==> src/rtl/axis_data_pkg.sv <==
// Shared definitions for the AXI-Stream test pattern generator and checker:
// lane geometry, pattern field widths, lane-word builder, checker state enum
// and the per-beat control word carried down the checker pipeline.
package axis_data_pkg;

  localparam int LANE_W     = 64;
  localparam int SEQ_W      = 32;
  localparam int BEAT_W     = 24;
  localparam int LANE_IDX_W = 8;
  localparam int CNT_W      = 32;

  typedef enum logic [1:0] {
    ST_HUNT  = 2'd0,
    ST_CHECK = 2'd1,
    ST_SKIP  = 2'd2
  } chk_state_e;

  // Per-beat control travelling alongside the data through the pipeline.
  typedef struct packed {
    logic             cmp;      // beat is compared against the pattern
    logic             close;    // beat ends a packet
    logic             len_err;  // closing packet had the wrong length
    logic             user;     // tuser seen on the closing beat
    logic             sop;      // first compared beat of a packet
    logic [SEQ_W-1:0] drop;     // packets missing before this one
  } pkt_ctl_t;

  // Expected 64-bit lane: {seq, beat index, lane index}.
  function automatic logic [LANE_W-1:0] lane_word(input logic [SEQ_W-1:0]      seq,
                                                  input logic [BEAT_W-1:0]     beat,
                                                  input logic [LANE_IDX_W-1:0] j);
    return {seq, beat, j};
  endfunction

  // Saturating add; counters pin at all ones instead of wrapping.
  function automatic logic [CNT_W-1:0] sat_add(input logic [CNT_W-1:0] a,
                                               input logic [CNT_W-1:0] b);
    logic [CNT_W:0] s;
    s = {1'b0, a} + {1'b0, b};
    return s[CNT_W] ? {CNT_W{1'b1}} : s[CNT_W-1:0];
  endfunction

endpackage

==> src/rtl/axis_data_chk_lane_cmp.sv <==
// One 64-bit lane of the checker: compares the registered beat lane against
// the expected pattern word and folds data and tkeep mismatches into a single
// registered flag, keeping the wide XOR/OR tree local to each lane.
module axis_data_chk_lane_cmp
  import axis_data_pkg::*;
#(
  parameter int LANE_IDX = 0
) (
  input  logic                  clk,
  input  logic [LANE_W-1:0]     data,
  input  logic [LANE_W/8-1:0]   keep,
  input  logic [SEQ_W-1:0]      exp_seq,
  input  logic [BEAT_W-1:0]     exp_beat,
  output logic                  mismatch
);

  localparam logic [LANE_IDX_W-1:0] J = LANE_IDX_W'(LANE_IDX);

  // Register lane mismatch: any differing bit or any cleared byte enable.
  always_ff @(posedge clk) begin
    mismatch <= (|(data ^ lane_word(exp_seq, exp_beat, J))) | ~(&keep);
  end

endmodule

==> config.mk <==
export PLATFORM = sky130hd
export DESIGN_NAME = axis_data_chk_lane_cmp
export DESIGN_NICKNAME = d
export VERILOG_FILES = /design/src/rtl/axis_data_pkg.sv /design/src/rtl/axis_data_chk_lane_cmp.sv
export SDC_FILE = /design/constraint.sdc
export NUM_CORES = 1
export LEC_CHECK = 0
export ABC_AREA = 1
export BUFFER_PORTS_ARGS = -buffer_cell sky130_fd_sc_hd__clkbuf_2
export CAP_MARGIN = 25
export CORE_MARGIN = 2
export CORE_UTILIZATION = 34
export CTS_CLUSTER_DIAMETER = 150
export DETAILED_ROUTE_END_ITERATION = 7
export GPL_ROUTABILITY_DRIVEN = 0
export PLACE_DENSITY = 0.83
export SLEW_MARGIN = 20
export SYNTH_ARGS = -nofsm -noshare
export SYNTH_HDL_FRONTEND = slang
export SYNTH_SLANG_ARGS = --single-unit
==> constraint.sdc <==
create_clock -name clk -period 1.1 [get_ports clk]
set_clock_uncertainty 0.1 [all_clocks]
set_input_delay 0.055 -clock clk [delete_from_list [all_inputs] [get_ports clk]]
set_output_delay 0.055 -clock clk [all_outputs]
set_load 0.02 [all_outputs]
Yosys cells after proc, flatten, opt, wreduce, memory -nomap -nowiden

Cells that the tools add are included.

Word-level logic and storage cells: 6
Bits of input ports: 129
Register bits after elaboration: 1
Output and inout port bits: 1

Bitwise operators: 3
Reduce and logical (&&, ||, !) cells: 2

Operators with widths:

| operator            | number |
|---|---|
| OR reduction 64 bit | 1 |
| bitwise XOR 64 bit  | 1 |
| AND reduction 8 bit | 1 |
| NOT 1 bit           | 1 |
| bitwise OR 1 bit    | 1 |

Longest topological paths before layout

Depth after elaboration: 3
Depth in mapped cells: 9
Gate-level depth less buffers: 9

Least setup slack after synthesis

OpenSTA, ideal clock, no wires.

Path kind: input to register
Start: input data[3]
End: register mismatch
Cell stages on the path: 8
Slack: 0.306 ns
Library setup time: 0.114 ns
Required time: 0.886 ns
Arrival time: 0.580 ns
Path buffers: 0
Cells stage by stage: nor2_1 nand2_1 nor2_1 nand2_1 nor2_1 nand2_1 nor2_1 nand2_1

Cells in the longest elaborated chain, start to end: 3

RTL lines:

| element              | line                         | RTL |
|---|---|---|
| start, declared      | axis_data_chk_lane_cmp.sv:10 | `input logic [LANE_W-1:0] data,` |
| bitwise XOR 64 bit   | axis_data_chk_lane_cmp.sv:21 | `mismatch <= (\|(data ^ lane_word(exp_seq, exp_beat, J))) \| ~(&keep);` |
| OR reduction 64 bit  | axis_data_chk_lane_cmp.sv:21 |  |
| bitwise OR 1 bit     | axis_data_chk_lane_cmp.sv:21 |  |
| end signal, assigned | axis_data_chk_lane_cmp.sv:21 |  |
| end, declared        | axis_data_chk_lane_cmp.sv:14 | `output logic mismatch` |

No other way between the ends.

Final worst setup path

Start: input data[12]
End: register mismatch

The elaborated chain is that of the path after synthesis.

==> out/metrics.csv <==
stage,metric,value,unit
timing,finalHoldViolations,0,
placement,numPortBuffers,129,
worst_setup_path,worstSetupStartpoint,data[12],
die,die_h,62.0,um
timing,period_share,90.3,%
grt,antenna_found_initial,0,
min_path,holdPathEnd,mismatch$_DFF_P_,
die,start_util,34.8,%
pwr,clockPowerShare,0,%
finish,stdcell_area,1880,um^2
die,rows,21,
die,io_pins,130,
worst_setup_path,crit_arrival,0.78,ns
pwr,power.total,0.586,mW
timing,maxClockFrequency,1010,MHz
finish,nets,540,
pwr,pwr-share-comb,93.7,%
finish,diodes,0,
timing,fin_tns_setup,0,ns
run_status,status,completed,
routing,ant_nets,0,
min_path,hold_start,data[19],
placement,dp_hpwl,3110,um
routing,met1_length,1190,um
run,drv_cap,0,
timing,slew-limit-headroom,90.2,%
pwr,seq_power_share,6.3,%
pwr,p_leak,1.43,nW
pwr,power.share.switching,42.4,%
finish,reg.largest.list,mismatch x1,
worst_setup_path,slowest_delay,0.15,ns
finish,largest_reg_flops,1,
die,die_x,62.0,um
synthesis,synth_area_per_cell,4.08,um^2
synthesis,synth_warnings,0,
worst_setup_path,slowest_stage,xor2_1,
grt,grt_max_degree,3,
cts,clk_pin_slew,0,ns
grt,grt_pass1_vias,1337,
worst_setup_path,crit_chain,buf_6 > xor2_1 > nor2_1 > nand2_1 > nor2_1 > nand2_1 > nor2_1 > nand2_1,
timing,drv_slew,0,
min_path,hold_class,in -> reg,
worst_setup_path,critical_path_required,0.88,ns
routing,drcViolationCount,0,
timing,setup_viol,0,
routing,maxUsedRoutingLayer,met3,
worst_setup_path,end_kind,flip-flop,
cts,cts.repair.resized,0,
synthesis,seq_area_frac_synth,1.75,%
routing,wl_per_cell,7.16,um
timing,rsz0062_at_grt,true,
worst_setup_path,cp_max_fo,1,
routing,drtIter0Drc,37,
worst_setup_path,worstSetupStartpointType,input pin,
timing,worst_slew_pin_slew,0.147,ns
pwr,p_int,0.337,mW
grt,gr-total-overflow,0,
die,die-area,3840,um^2
pwr,p_sw,0.249,mW
routing,via_per_inst,3.97,
finish,synthToLayoutAreaGrowth,64.2,%
grt,grt_first_pass_wirelength,4440,um
placement,placed_area,1850,um^2
pwr,power_density,312,nW/um^2
cts,ctsHoldBuffers,0,
min_path,holdPathStages,7,
timing,fin_crit,0.994,ns
die,fp.coreArea,3280,um^2
timing,whs,0.367,ns
finish,utilization,57.2,%
synthesis,synthDistinctLibCells,8,
routing,wl_met3,422,um
cts,postCtsSetupRepairBufs,0,
finish,largest_register,mismatch,
pwr,ir_worst_vdd,0.148,mV
synthesis,syn_inst,280,
finish,drive_gt1_share,32.3,%
routing,totalWireLength,3260,um
synthesis,postSynthNetCount,409,
routing,routed-wl-met2,1650,um
synthesis,ys_seq_elements,1,
synthesis,syn-cell-area,1140,um^2
grt,grt_usage,14.4,%
worst_setup_path,worst-setup-path-type,in -> reg,
routing,routed-via-count,1805,
routing,first_pass_iters,4,
## per-layer routing
layer  GRT usage (%)  up-vias
met5               0        -
met4           0.912        0
met3            3.11        0
met2            31.7       86
met1            13.6      687
li1                -     1032
## worst max-delay path by stage
stage                                   to  slack [ns]
final                     mismatch$_DFF_P_        0.11
after global routing      mismatch$_DFF_P_       -0.02
after CTS                 mismatch$_DFF_P_         0.1
after detailed placement  mismatch$_DFF_P_         0.1
after global placement    mismatch$_DFF_P_        0.08
after floorplan           mismatch$_DFF_P_        0.31
## final cells by class
| type | instances | area, um^2 |
|---|---|---|
| Tap cell | 46 | 57.6 |
| Inverter | 73 | 274 |
| Fill cell | 323 | 1410 |
| Multi-Input combinational cell | 206 | 862 |
| Sequential cell | 1 | 20.0 |
| Timing Repair Buffer | 129 | 664 |
## power groups by stage
stage               registers, mW  logic, mW  clock network (mW)
global route               0.0370      0.643                   0
global placement           0.0370      0.525                   0
detailed placement         0.0370      0.541                   0
floorplan                  0.0370      0.250                   0
finish                     0.0370      0.549                   0
CTS                        0.0370      0.543                   0
## cells in the final DEF (no fill, tap or decap)
| cell | Yosys | routed |
|---|---|---|
| clkbuf_2 | 0 | 126 |
| nand2_1 | 128 | 128 |
| inv_1 | 73 | 73 |
| nor2_4 | 0 | 1 |
| xnor2_1 | 10 | 10 |
| dfxtp_1 | 1 | 1 |
| nand3_1 | 1 | 1 |
| xor2_1 | 4 | 4 |
| buf_6 | 0 | 3 |
| nor2_2 | 0 | 2 |
| nand4_1 | 2 | 2 |
| nor2_1 | 61 | 58 |
## cell families after synthesis
family / share of synthesized area, %
and+or+nand+nor: 63.6
buffers and inverters: 24.0
xor gates and xnor gates: 10.7
DFF: 1.75
## cell usage after synthesis (all sizes together)
cell,instances,area [um^2]
dfxtp,1,20.0
xnor2,10,87.6
xor2,4,35.0
nand3,1,5.00
nor2,61,229
inv,73,274
nand4,2,12.5
nand2,128,480
## through the flow
step           worst slack, ns  std cells
4_1_cts                 0.0963        455
6_report                 0.106        455
5_1_grt                -0.0211        455
3_5_place_dp            0.0956        455
2_1_floorplan            0.306        280
3_3_place_gp            0.0764        455
## worst max-delay path, delay by kind of cell
kind | cells | cell delay (ns)
buffers and inverters | 1 | 0.09
and+or+nand+nor | 6 | 0.49
xor gates and xnor gates | 1 | 0.15
Power figures use the tool's default switching activity.
